[src/rtl/shift_ctrl_serializer.sv]
// shift_ctrl_serializer
// Sequences a parallel-load/serial-out shift register into a UART-style frame:
// start bit, BITS data bits LSB-first, stop bit, each lasting i_div+1 cycles.
// Optional build macro: SERCTRL_B2B_EN accepts the next word in the last stop
// cycle so frames run back-to-back with no idle cycle between them.
module shift_ctrl_serializer #(
    parameter int BITS  = 8,
    parameter int DIV_W = 16
) (
    input  logic             i_clk,
    input  logic             i_rst,
    input  logic [DIV_W-1:0] i_div,
    input  logic             i_valid,
    output logic             o_ready,
    output logic             o_load,
    output logic             o_shift,
    output logic [1:0]       o_line_sel,
    output logic             o_busy,
    output logic             o_done
);
    localparam int             BCW      = (BITS > 1) ? $clog2(BITS) : 1;
    localparam logic [BCW-1:0] LAST_BIT = BCW'(BITS - 1);

    typedef enum logic [1:0] {
        S_IDLE  = 2'd0,
        S_START = 2'd1,
        S_DATA  = 2'd2,
        S_STOP  = 2'd3
    } state_t;

    state_t           r_state, w_state_nxt;
    logic [DIV_W-1:0] r_div_cnt, w_div_cnt_nxt;
    logic [DIV_W-1:0] r_div_lat, w_div_lat_nxt;
    logic [BCW-1:0]   r_bit_cnt, w_bit_cnt_nxt;
    logic             w_period_end;

    // A bit period ends on the cycle the divider has counted down to zero
    assign w_period_end = (r_div_cnt == '0);
    assign o_busy       = (r_state != S_IDLE);

    // State and counter registers; reset discards any frame in flight
    always_ff @(posedge i_clk or posedge i_rst) begin
        if (i_rst) begin
            r_state   <= S_IDLE;
            r_div_cnt <= '0;
            r_div_lat <= '0;
            r_bit_cnt <= '0;
        end else begin
            r_state   <= w_state_nxt;
            r_div_cnt <= w_div_cnt_nxt;
            r_div_lat <= w_div_lat_nxt;
            r_bit_cnt <= w_bit_cnt_nxt;
        end
    end

    // Next-state, bit pacing and strobe generation
    always_comb begin
        w_state_nxt   = r_state;
        w_div_cnt_nxt = r_div_cnt;
        w_div_lat_nxt = r_div_lat;
        w_bit_cnt_nxt = r_bit_cnt;
        o_ready       = 1'b0;
        o_shift       = 1'b0;
        o_done        = 1'b0;
        o_line_sel    = 2'd0;

        // Divider free-runs through every framed state, reloading at period end
        if (r_state != S_IDLE)
            w_div_cnt_nxt = w_period_end ? r_div_lat : r_div_cnt - 1'b1;

        case (r_state)
            S_IDLE: begin
                o_ready = 1'b1;
            end
            S_START: begin
                o_line_sel = 2'd1;
                if (w_period_end) begin
                    w_state_nxt   = S_DATA;
                    w_bit_cnt_nxt = '0;
                end
            end
            S_DATA: begin
                o_line_sel = 2'd2;
                // Shift after every data bit, the last one included, so the
                // register is drained by the time the stop bit starts
                o_shift    = w_period_end;
                if (w_period_end) begin
                    if (r_bit_cnt == LAST_BIT)
                        w_state_nxt = S_STOP;
                    else
                        w_bit_cnt_nxt = r_bit_cnt + 1'b1;
                end
            end
            S_STOP: begin
                o_line_sel = 2'd3;
                o_done     = w_period_end;
                if (w_period_end)
                    w_state_nxt = S_IDLE;
`ifdef SERCTRL_B2B_EN
                o_ready    = w_period_end;
`endif
            end
            default: ;
        endcase

        // Handshake: capture the word and divider, open a new frame
        o_load = i_valid & o_ready;
        if (o_load) begin
            w_state_nxt   = S_START;
            w_div_lat_nxt = i_div;
            w_div_cnt_nxt = i_div;
        end
    end
endmodule
[config.mk]
export PLATFORM = sky130hd
export DESIGN_NAME = shift_ctrl_serializer
export DESIGN_NICKNAME = d
export VERILOG_FILES = /design/src/rtl/shift_ctrl_serializer.sv
export SDC_FILE = /design/constraint.sdc
export NUM_CORES = 1
export LEC_CHECK = 0
export BUFFER_PORTS_ARGS = -buffer_cell sky130_fd_sc_hd__buf_2
export CORE_MARGIN = 2
export CORE_UTILIZATION = 60
export DETAILED_ROUTE_END_ITERATION = 8
export GPL_TIMING_DRIVEN = 0
export PLACE_DENSITY = 0.82
export REMOVE_ABC_BUFFERS = 1
export SLEW_MARGIN = 5
export SYNTH_ARGS = -nofsm -noshare
export SYNTH_HDL_FRONTEND = slang
export SYNTH_SLANG_ARGS = --single-unit
[constraint.sdc]
create_clock -name i_clk -period 4.65 [get_ports i_clk]
set_input_delay 0.93 -clock i_clk [delete_from_list [all_inputs] [get_ports i_clk]]
set_output_delay 0.93 -clock i_clk [all_outputs]
set_load 0.05 [all_outputs]
# Word level (Yosys, flattened, before mapping)
# Cells that the tools add are included.
[totals]
mem_bits_rw = 0
mem_bits_ro = 0
word_cells = 43
memories = 0
reg_bits = 37
latch_bits = 0
[op_classes]
n_mux = 17
eq_ne = 11
bitwise_logic = 1
mul = 0
n_reduce_logical = 8
order_cmp = 0
addsub = 2
div_mod_pow = 0
n_shift = 0
[op_table]
columns = ["op", "n"]
rows = [
  ["$mux 16", 3],
  ["$logic_not 16->1", 1],
  ["$sub 16x1->16 const B", 1],
  ["$ne 3x3->1 const B", 4],
  ["$pmux 2 s3", 2],
  ["$mux 2", 5],
  ["$mux 3", 3],
  ["$ne 2x2->1 const B", 3],
  ["$pmux 3 s2", 1],
  ["$reduce_bool 2->1", 3],
  ["$reduce_and 5->1", 1],
  ["$eq 2x2->1 const B", 2],
  ["$reduce_and 4->1", 1],
  ["$reduce_bool 4->1", 1],
  ["$add 3x1->3 const B", 1],
  ["$eq 3x3->1 const B", 1],
  ["$mux 1", 3],
  ["$eq 2x1->1 const B", 1],
  ["$logic_not 2->1", 1],
  ["$and 1x1->1", 1],
]

# Longest topological paths before layout
# Gate-level depths: netlist of run 1.
[logic_depth]
ltp_word = 5
mapped_depth = 9
depth_no_buf = 7

# Least setup slack after synthesis of run 1
# Ideal clock, no wire load.
[synth_path]
kind = "reg2out"
startpoint = "register r_div_cnt[0]"
endpoint = "output port o_shift"
stages_incl_launch_ff = 8
n_path_buf = 1
slack_ns = 1.477
arrival_time_ns = 2.243
cell_sequence = "dfrtp_1 -> inv_1 -> ha_1 -> nor4b_1 -> and4_1 -> buf_4 -> nand2_1 -> nor2_1"
[synth_between]
elab_chain_len = 2
[synth_lines]
columns = ["item", "line", "rtl"]
rows = [
  ["start: declaration", "32", "logic [DIV_W-1:0] r_div_cnt, w_div_cnt_nxt;"],
  ["start signal: assignment", "50", "r_div_cnt <= w_div_cnt_nxt;"],
  ["$logic_not 16->1", "38", "assign w_period_end = (r_div_cnt == '0);"],
  ["$mux 1", "71", "case (r_state)"],
  ["end: declaration", "16", "output logic o_shift,"],
]
# No other way between the ends.

# Worst setup path after layout of run 1
[layout_path]
startpoint = "register r_state[0]"
endpoint = "output port o_load"
[layout_between]
elab_chain_len = 3
[layout_lines]
columns = ["item", "line", "rtl"]
rows = [
  ["start: declaration", "31", "state_t r_state, w_state_nxt;"],
  ["start signal: assignment", "49", "r_state <= w_state_nxt;"],
  ["$logic_not 2->1", "71", ""],
  ["$mux 1", "71", ""],
  ["$and 1x1->1", "107", "o_load = i_valid & o_ready;"],
  ["end: declaration", "15", "output logic o_load,"],
]
# No other way between the ends.

==> results of run 1 <==
-- cell usage in the layout (no fill, tap or decap), types with 4 or more instances in the layout --
cell type and count:
dfrtp_1 37, buf_2 25, mux2_2 16, nand2_1 13, nor3_1 12, o21ai_0 12, mux2i_1 11, nor2_1 10
xnor2_1 6, inv_1 5, a22o_1 5, o211ai_1 5, nand3_1 5, clkbuf_4 5, a21oi_1 4, ha_1 4
-- per-layer routing --
layer,track usage [%],wire length [um]
met3,6.07,182
met1,30.8,1880
met2,38.3,2030
met5,0,0
met4,8.15,31
-- area by class of cell --
type	count	area [um2]	area share [%]
tap	46	57.6	2.50
timing repair buffer	25	125	5.43
inverter	8	30.0	1.30
clock buffer	8	48.8	2.12
sequential	37	926	40.2
multi-input combinational	149	1110	48.4
-- state kept, by name, indices dropped and copies added (netlist names) --
register and flops:
r_div_cnt 16, r_div_lat 16, r_bit_cnt 3, r_state 2
-- how the worst max path moves through the flow --
stage / start / to / cells after the start
global placement: r_state[0] / o_load / 4
floorplan: r_state[0] / o_load / 3
global route: r_state[0] / o_load / 4
CTS: r_state[0] / o_load / 4
finish: r_state[0] / o_load / 4
detailed placement: r_state[0] / o_load / 4
-- synth_stat cells (3+ instances only) --
library cell | count | area (um2)
mux2_2 | 16 | 180
nand2_1 | 13 | 48.8
nor2_1 | 10 | 37.5
mux2i_1 | 11 | 110
inv_1 | 6 | 22.5
buf_2 | 3 | 15.0
o21ai_0 | 12 | 60.1
a221oi_1 | 3 | 26.3
nor3_1 | 12 | 60.1
a22o_1 | 5 | 43.8
o211ai_1 | 5 | 37.5
a21oi_1 | 4 | 20.0
nor2b_1 | 3 | 18.8
a31oi_1 | 3 | 18.8
nand3_1 | 5 | 25.0
a211oi_1 | 3 | 22.5
dfrtp_1 | 37 | 926
ha_1 | 4 | 50.1
clkbuf_1 | 9 | 33.8
xnor2_1 | 6 | 52.6
nor4_1 | 3 | 18.8
-- through the flow --
step	total power, uW	util [%]	setup WS (ns)	cells
detailed placement	683	67.0	1.30	265
CTS	841	68.5	0.918	273
global placement	673	67.0	1.33	265
finish	836	68.5	0.854	273
floorplan	625	-	1.12	194
global route	905	68.5	0.718	273
-- critical path, stage by stage (launching register included) --
cell	delay [ns]
dfrtp_1	0.50
nor2_1	0.89
nand2_1	0.35
inv_2	0.43
buf_2	0.34
-- power breakdown --
| group | total, uW | internal, uW | switching [uW] |
|---|---|---|---|
| registers | 461 | 381 | 80.2 |
| logic | 215 | 115 | 99.2 |
| clock network | 161 | 60.3 | 100 |
| total | 836 | 556 | 280 |
-- cells by family after synthesis --
family	Yosys count	share of synthesized area, %
flops	37	43.5
xor+xnor	6	2.47
buf+inv	21	4.06
fa+ha+maj	4	2.35
compound gates	50	17.5
simple gates	62	16.5
mux	27	13.6
==> summary.txt, run 1 <==
startpoint types: register
Pre-antenna DRT Iters: 4
status: finished, final reports clean
placer's final routability congestion estimate: 0.837
Reg clk slew, reported paths: 0.10 ns
I/O pins: 26
vias in the first global route: 1570
Arr. time, crit path: 2.87 ns
Synth Warn #: 0
Pins Over Slew Limit: 0
fin nets: 249
vias post-DR: 1655
initial antenna violation count: 0
GRT Util Overall: 23.6%
number of synthesized flops with an enable pin: 0
ant diodes: 0
required time worst endpoint: 3.72 ns
layout cells sized above 1: 25.6%
root buffer cell: clkbuf_4
routed wire length per instance: 15.1 um
largest net degree at the start of global routing: 38
Max Freq: 0.263 GHz
Most used DFF post-synth: dfrtp_1
sequential area share after synthesis: 43.5%
Initial Util: 63.2%
final instance area: 2300 um2
hold path depth: 2
clk_lat worst skew: 0.34 ns
maximum vdd drop: 0.271 mV
Worst Clk Skew: 0.00441 ns
PD cells: 363 nW/um2
Critical Path End Type: primary output
Setup TNS: 0 ns
hold-fix buffers at CTS: 0
total gr overflow: 0
CTS tree: done
hpwl dp: 2830 um
die width: 63.5 um
Area Growth Syn to Fin: 8.24%
full die area: 4040 um2
Worst Path Max Fanout: 17
RSZ-0062 raised after global routing: no
Unique masters post-synth: 49
final hold slack: 0.495 ns
Cells after Synth: 207
Die Span Y: 63.5 um
hold wc startpoint: r_div_lat[10]
CORE AREA: 3360 um2
setup bufs post-CTS: 0
FF-to-FF path depth: 7
DP Area: 2250 um2
Worst R2R Setup Slack: 1.62 ns
reg-to-reg startpoint: r_div_cnt[0]
Max-slew headroom: 25.6%
clock tree buffer depth: 2
#FFs+latches synth: 37
hold endpoint: r_div_lat[10]
# port buffers: 25
Vias/cell: 6.06
post-route ant nets: 0
Reg2Reg Capture Point: r_bit_cnt[0]
Cell Area, Synth: 2130 um2
Worst-Margin Slew: 1.11 ns
Fillers: 282
# rows: 21
Hold WC Path Type: reg2reg
Leak: 0.00101 uW
total wire length: 4130 um
Synth Area per Inst: 10.3 um2
Gates resized, CTS repair: 0
FFs w/ async S/R, synth: 100%
max-cap violation count: 0
Tcrit/Tclk final: 81.6%
clock sink count: 37
CP Class: reg2out
Final Hold Vio Count: 0
wire length of the first global-routing pass: 7440 um
DRC: 0
number of CTS-inserted buffers: 5
DRT iter0 DRCs: 103
H-tree levels: 2
post-layout minimum cycle time: 3.80 ns
endpoints failing setup: 0
Note: power is estimated with default switching activity, not from simulation.
==> run 2: changes to the inputs <==
--- a/config.mk
+++ b/config.mk
@@ -7,10 +7,10 @@
 export LEC_CHECK = 0
 export BUFFER_PORTS_ARGS = -buffer_cell sky130_fd_sc_hd__buf_2
 export CORE_MARGIN = 2
-export CORE_UTILIZATION = 60
+export CORE_UTILIZATION = 52
 export DETAILED_ROUTE_END_ITERATION = 8
 export GPL_TIMING_DRIVEN = 0
-export PLACE_DENSITY = 0.82
+export PLACE_DENSITY = 0.75
 export REMOVE_ABC_BUFFERS = 1
 export SLEW_MARGIN = 5
 export SYNTH_ARGS = -nofsm -noshare
==> constraint.sdc (replaced) <==
create_clock -name i_clk -period 3.15 [get_ports i_clk]
set_input_delay 0.63 -clock i_clk [delete_from_list [all_inputs] [get_ports i_clk]]
set_output_delay 0.63 -clock i_clk [all_outputs]
set_load 0.05 [all_outputs]
==> summary.txt, run 2 (synthesized netlist as in run 1, its figures left out) <==
clk_lat worst skew: 0.29 ns
status: finished, final reports clean
GRT Util Overall: 21.8%
CTS tree: done
Pre-antenna DRT Iters: 4
# port buffers: 25
routed wire length per instance: 16.5 um
most common cell after layout, fill and taps aside: dfrtp_1
placer's final routability congestion estimate: 0.842
H-tree levels: 2
RSZ-0062 raised after global routing: no
vias post-DR: 1724
Hold WC Path Type: in2async
clock tree buffer depth: 2
max-cap violation count: 0
vias in the first global route: 1611
Arr. time, crit path: 2.37 ns
Final Hold Vio Count: 0
Critical Path End Type: primary output
layout cells sized above 1: 28.9%
PD cells: 581 nW/um2
total gr overflow: 0
hpwl dp: 2930 um
Reg clk slew, reported paths: 0.08 ns
Leak: 0.00104 uW
post-layout minimum cycle time: 3.00 ns
Worst Path Max Fanout: 14
# rows: 23
root buffer cell: clkbuf_8
Worst Clk Skew: 0.00864 ns
startpoint types: register
fin nets: 250
Final Instance Count excl. Fillers: 278
total wire length: 4580 um
Pins Over Slew Limit: 0
Initial Util: 53.6%
hold-fix buffers at CTS: 0
Area Growth Syn to Fin: 12.5%
setup bufs post-CTS: 0
final hold slack: 0.479 ns
required time worst endpoint: 2.52 ns
Reg2Reg Capture Point: r_bit_cnt[0]
DRT iter0 DRCs: 107
most frequent cells in the layout: dfrtp_1, buf_2, mux2_2
Largest regs: r_div_cnt x16, r_div_lat x16, r_bit_cnt x3
die width: 68.0 um
Die Span Y: 68.0 um
Worst-Margin Slew: 0.780 ns
Worst R2R Setup Slack: 0.53 ns
ant diodes: 0
CORE AREA: 3970 um2
largest net degree at the start of global routing: 38
CP Class: reg2out
Vias/cell: 6.20
initial antenna violation count: 0
Max Freq: 0.333 GHz
DRC: 0
endpoints failing setup: 0
number of CTS-inserted buffers: 5
Tcrit/Tclk final: 95.3%
maximum vdd drop: 0.244 mV
wire length of the first global-routing pass: 7460 um
clock sink count: 37
reg-to-reg startpoint: r_div_cnt[0]
post-route ant nets: 0
full die area: 4620 um2
FF-to-FF path depth: 7
I/O pins: 26
placed cells: 269
Max-slew headroom: 47.9%
-- run 2: critical path, stage by stage (launching register included) --
cell	delay, ns
dfrtp_1	0.41
inv_1	0.12
ha_1	0.20
nor4b_2	0.39
and4_2	0.50
and3_1	0.20
buf_2	0.26
-- run 2: metal layers --
| layer | vias to the layer above | track usage (%) | wire, um |
|---|---|---|---|
| met5 | - | 0 | 0 |
| met2 | 45 | 36.5 | 2240 |
| li1 | 825 | - | - |
| met1 | 848 | 27.9 | 2060 |
| met4 | 0 | 7.00 | 59 |
| met3 | 6 | 4.93 | 225 |
-- run 2: per-stage QoR --
step	power (uW)	utilization, %	setup WS [ns]	setup TNS [ns]	instance area, um2
after global placement	998	56.9	0.0732	0	2260
final	1390	60.2	0.149	0	2390
after detailed placement	1020	56.9	0.105	0	2260
after global routing	1470	60.2	0.00481	0	2390
after CTS	1390	59.5	0.0460	0	2360
after floorplan	923	-	-0.0843	-0.0843	2070
-- run 2: power breakdown --
part	internal (uW)	switching [uW]	total [uW]
Combinational	174	152	326
Sequential	562	129	691
Clock	198	174	372
-- run 2: final cells by class --
type                    instances  area (um2)
fillers                       350        1580
multi-input cells             150        1150
flip-flops and latches         37         926
repair buffers                 25         125
clock buffers                   7        96.3
well taps                      50        62.6
inverters                       8        30.0
clock inverters                 1        5.00
-- run 2: repair_timing --
item,CTS,global route
setup endpoints to repair,3,8
gates resized for setup,2,4
pin swaps,0,1
gates cloned,0,1
hold endpoints to repair,0,0
-- run 2: worst max-delay path by stage --
stage                      start      endpoint  slack, ns  cells past startpoint
floorplan             r_state[0]        o_load      -0.08                      3
global placement      r_state[0]        o_load       0.07                      4
detailed placement  r_div_cnt[0]  r_bit_cnt[0]       0.10                      7
CTS                 r_div_cnt[0]        o_done       0.05                      6
global route        r_div_cnt[0]       o_shift      0.005                      7
finish              r_div_cnt[0]        o_done       0.15                      6
